## src/rtl/rr_mux41_arbiter.sv

```systemverilog
// Round-robin arbiter in front of a shared 4:1 WIDTH-bit mux. Grants are held for up
// to BURST accepted beats, then priority rotates to the source after the last owner.
module rr_mux41_arbiter #(
    parameter int WIDTH = 4,
    parameter int BURST = 2   // legal range 1..15
) (
    input  logic             clk,
    input  logic             rst_n,
    input  logic [3:0]       req,
    input  logic [WIDTH-1:0] a,
    input  logic [WIDTH-1:0] b,
    input  logic [WIDTH-1:0] c,
    input  logic [WIDTH-1:0] d,
    input  logic             y_ready,
    output logic [1:0]       s,
    output logic [3:0]       gnt,
    output logic [WIDTH-1:0] y_data,
    output logic             y_valid,
    output logic             busy
);

    typedef enum logic {IDLE, GRANT} state_t;

    state_t     state_reg, state_next;
    logic [1:0] s_reg, s_next;
    logic [1:0] ptr_reg, ptr_next;
    logic [3:0] gnt_reg, gnt_next;
    logic [3:0] beat_cnt_reg, beat_cnt_next;

    logic [WIDTH-1:0] src [4];
    logic [3:0]       rot_req;
    logic [1:0]       offset;
    logic [1:0]       winner;
    logic             xfer;
    logic             beat_last;

    assign src[0] = a;
    assign src[1] = b;
    assign src[2] = c;
    assign src[3] = d;

    // Rotate requests so bit 0 is the current highest-priority source; the 2-bit
    // index sum wraps modulo 4 on its own.
    generate
        for (genvar gi = 0; gi < 4; gi++) begin : g_rot
            assign rot_req[gi] = req[ptr_reg + 2'(gi)];
        end
    endgenerate

    always_comb begin
        offset = 2'd0;
        for (int i = 3; i >= 0; i--) begin
            if (rot_req[i]) offset = 2'(i);
        end
    end

    assign winner    = ptr_reg + offset;
    assign xfer      = y_valid && y_ready;
    assign beat_last = (beat_cnt_reg == 4'(BURST - 1));

    // State register
    always_ff @(posedge clk or negedge rst_n) begin
        if (!rst_n) begin
            state_reg    <= IDLE;
            s_reg        <= 2'd0;
            ptr_reg      <= 2'd0;
            gnt_reg      <= 4'd0;
            beat_cnt_reg <= 4'd0;
        end else begin
            state_reg    <= state_next;
            s_reg        <= s_next;
            ptr_reg      <= ptr_next;
            gnt_reg      <= gnt_next;
            beat_cnt_reg <= beat_cnt_next;
        end
    end

    // Next-state logic
    always_comb begin
        state_next    = state_reg;
        s_next        = s_reg;
        ptr_next      = ptr_reg;
        gnt_next      = gnt_reg;
        beat_cnt_next = beat_cnt_reg;
        case (state_reg)
            IDLE: begin
                if (|req) begin
                    state_next    = GRANT;
                    s_next        = winner;
                    gnt_next      = 4'b0001 << winner;
                    beat_cnt_next = 4'd0;
                end
            end
            GRANT: begin
                // A withdrawn request releases regardless of y_ready; s keeps its value.
                if (!req[s_reg] || (xfer && beat_last)) begin
                    state_next    = IDLE;
                    gnt_next      = 4'd0;
                    ptr_next      = s_reg + 2'd1;
                    beat_cnt_next = 4'd0;
                end else if (xfer) begin
                    beat_cnt_next = beat_cnt_reg + 4'd1;
                end
            end
            default: state_next = IDLE;
        endcase
    end

    // Output logic
    always_comb begin
        busy    = 1'b0;
        y_valid = 1'b0;
        y_data  = '0;
        if (state_reg == GRANT) begin
            busy    = 1'b1;
            y_valid = req[s_reg];
            if (req[s_reg]) y_data = src[s_reg];
        end
    end

    assign s   = s_reg;
    assign gnt = gnt_reg;

endmodule

```

## config.mk

```make
export PLATFORM = sky130hd
export DESIGN_NAME = rr_mux41_arbiter
export DESIGN_NICKNAME = d
export VERILOG_FILES = /design/src/rtl/rr_mux41_arbiter.sv
export SDC_FILE = /design/constraint.sdc
export NUM_CORES = 1
export LEC_CHECK = 0
export ABC_AREA = 1
export CAP_MARGIN = 20
export CORE_MARGIN = 1
export CORE_UTILIZATION = 45
export CTS_BUF_LIST = sky130_fd_sc_hd__clkbuf_8
export DETAILED_ROUTE_END_ITERATION = 8
export PLACE_DENSITY = 0.79
export SYNTH_ARGS = -nofsm -noshare
export SYNTH_HDL_FRONTEND = slang
export SYNTH_SLANG_ARGS = --single-unit
```

## constraint.sdc

```tcl
create_clock -name clk -period 2.8 [get_ports clk]
set_clock_uncertainty 0.2 [all_clocks]
set_input_delay 0.56 -clock clk [delete_from_list [all_inputs] [get_ports clk]]
set_output_delay 0.56 -clock clk [all_outputs]
set_load 0.05 [all_outputs]
```

==> impl_metrics.env <==
export IMPL_peakVddDrop_mv=0.833
export IMPL_clkLatencyLatePin_ns=0.25
export IMPL_io_pins=35
export IMPL_syn_nets=188
export IMPL_synth_cell_type_count=25
export IMPL_outcome="complete, no violations"
export IMPL_pre_cts_slack_ns=-0.0162
export IMPL_critical_path_max_stage_delay_ns=0.50
export IMPL_crit_chain="clkdlybuf4s50_1, inv_1, a21oi_1, o21ai_1, nand2_2, nand2_4, a21oi_1, buf_12"
export IMPL_gp_congestion=0.784
export IMPL_critPathArrivalTime_ns=2.03
export IMPL_drv_slew=0
export IMPL_antenna_found_initial=0
export IMPL_diodes=0
export IMPL_drt_wl_total_mm=2.82
export IMPL_cp_common_cell="a21oi_1"
export IMPL_dp_final_hpwl_mm=2.22
export IMPL_yosysMostFrequentCell="nand2_1"
export IMPL_overflow=0
export IMPL_cts_buffer_depth=2
export IMPL_maxSlewHeadroom_pct=61.7
export IMPL_grt_util_all_layers_pct=23.9
export IMPL_fmax_mhz=358
export IMPL_start_kind="input port"
export IMPL_hold_class="flop to flop"
export IMPL_period_share_pct=99.6
export IMPL_drc=0
export IMPL_first_iter_violations=32
export IMPL_start_util_pct=48.6
export IMPL_core_sq_um=2250
export IMPL_cts_hold_buf=0
export IMPL_clockRootBuffer="clkbuf_8"
export IMPL_vias=1152
export IMPL_num_rows=17
export IMPL_clk_pin_slew_ns=0.05
export IMPL_cts_buffers_inserted=3
export IMPL_numClockSinks=13
export IMPL_p_leak_uw=0.000737
export IMPL_htreeDepth=1
export IMPL_cts_setup_buffers=0
export IMPL_postLayoutSetupSlackWorst_ns=0.00984
export IMPL_final_min_clock_period_ns=2.79
export IMPL_synth_area_top_cells="dfrtp_1 (30%), nand2_1 (16%), nand2_2 (7.4%)"
export IMPL_die_height_um=51.4
export IMPL_firstDrtPassIters=4
export IMPL_syn_cell_area_sq_um=1100
export IMPL_synthArstFlopShare_pct=100
export IMPL_yosys_area_top_type="dfrtp_1"
export IMPL_grt_pass1_wl_mm=4.63
export IMPL_crit_type="input port to output pin"
export IMPL_crit_fanout=6
export IMPL_avgRoutedWirePerCell_um=12.6
export IMPL_slowest_stage="clkdlybuf4s50_1"
export IMPL_tightest_slew_ns=0.573
export IMPL_drive_gt1_share_pct=15.8
export IMPL_ys_flop_type="dfrtp_1"
export IMPL_vias_per_cell=5.14
export IMPL_synth_edf_count=0
export IMPL_critPathTopFamily="buffers and inverters"
export IMPL_synth_common_cells="nand2_1 (47), nor2_1 (21), inv_1 (14), dfrtp_1 (13), nand2_2 (13)"
export IMPL_cts_tree="done"
export IMPL_synth_top_area_share_pct=29.7
export IMPL_worstPathBufferInverterCount=3
export IMPL_portBuffers=34
export IMPL_avgSynthCellArea_sq_um=6.77
export IMPL_grt_max_degree=17
export IMPL_ys_seq_elements=13
export IMPL_ant_nets=0
export IMPL_dpl_cell_area_sq_um=1480
export IMPL_die_w_um=51.4
export IMPL_cp_required_ns=2.04
export IMPL_hold_viol=0
export IMPL_area_delta_synth_final_pct=39.7
export IMPL_fin_area_sq_um=1530
export IMPL_die_area_sq_um=2640
export IMPL_p_per_area_nw_per_um2=1290
export IMPL_syn_inst=162
export IMPL_yosysWarnings=0
export IMPL_setup_viol=0
export IMPL_rsz0062_at_grt="true"
export IMPL_critPathCaptureType="output pin"
export IMPL_drv_cap=0
export IMPL_grt_pass1_vias=1122
export IMPL_nets=223
export IMPL_ys_seq_area_share_pct=29.7
## report_power, final
| part | leakage [uW] | internal (uW) | switching (uW) |
|---|---|---|---|
| sequential | 0.000169 | 255 | 141 |
| clock | 0.0000269 | 97.2 | 73.5 |
| combinational | 0.000541 | 528 | 873 |
| total | 0.000737 | 880 | 1090 |
## per-layer routing
layer	track usage [%]	wire (um)	share of wire (%)	up-vias
li1	-	-	-	584
met1	26.6	1200	43	525
met2	43.9	1440	51	34
met3	3.27	123	4.4	9
met4	11.7	55	2.0	0
met5	0	0	0	-
## path summary, 6_finish.rpt
check | start | end | slack [ns] | cells past startpoint
min | gnt[2] | gnt[2] | 0.29 | 2
min in group asynchronous | rst_n | beat_cnt_reg[1] | 0.48 | 1
min reg2reg | gnt[2] | gnt[2] | 0.29 | 2
max in group asynchronous | rst_n | gnt[1] | 1.55 | 1
max | req[1] | y_data[1] | 0.01 | 8
max reg2reg | ptr_reg[0] | s[1] | 0.51 | 14
## metrics by stage
stage | power, uW | TNS (ns) | hold slack, ns | utilization, % | std cells
6_report | 1970 | 0 | 0.293 | 67.9 | 224
2_1_floorplan | 1390 | 0 | 0.0644 | - | 162
5_1_grt | 2110 | -0.177 | 0.313 | 67.9 | 224
4_1_cts | 1970 | 0 | 0.296 | 67.9 | 224
3_3_place_gp | 1740 | 0 | 0.264 | 65.8 | 220
3_5_place_dp | 1790 | -0.0162 | 0.281 | 65.8 | 220
## final cells by class
cell class / count / area [sq um]
Clock buffer: 3 / 41.3
Timing Repair Buffer: 34 / 390
Fill cell: 197 / 723
Sequential cell: 13 / 325
Tap cell: 28 / 35.0
Clock inverter: 1 / 3.75
Inverter: 16 / 67.6
Multi-Input combinational cell: 129 / 668
## kinds of logic (layout without fill, tap and decap cells)
kind of cell             count (synthesis)  in the layout  synth area share [%]
AND/OR/NAND/NOR                         93             93                  38.7
AO/OA/AOI/OAI                           29             29                  15.3
buffers and inverters                   20             54                  9.70
flip-flops                              13             13                  29.7
XOR/XNOR                                 4              4                  3.20
adder cells (fa/ha/maj)                  3              3                  3.43
## worst register-to-register path, delay by kind of cell, from the launching register on
kind            cells  cell delay, ns
flops               1            0.64
compound gates      2            0.21
simple gates        8            0.56
xor+xnor            1            0.20
buf+inv             2            0.16
fa+ha+maj           1            0.18
## repair_timing
| item | CTS | global route |
|---|---|---|
| pin swaps | 0 | 0 |
| gates resized for setup | 1 | 0 |
| endpoints found under the setup margin | 1 | 3 |
## cells in the final DEF, fill, tap and decap left out, drive strengths merged, types with 3 or more instances in the layout
master,instances
clkbuf,3
xor2,3
nor2,22
inv,17
nand3,6
ha,3
nand2,62
clkdlybuf4s50,29
buf,5
o21ai,22
dfrtp,13
a21oi,5
(Power assumes the default switching activity.)
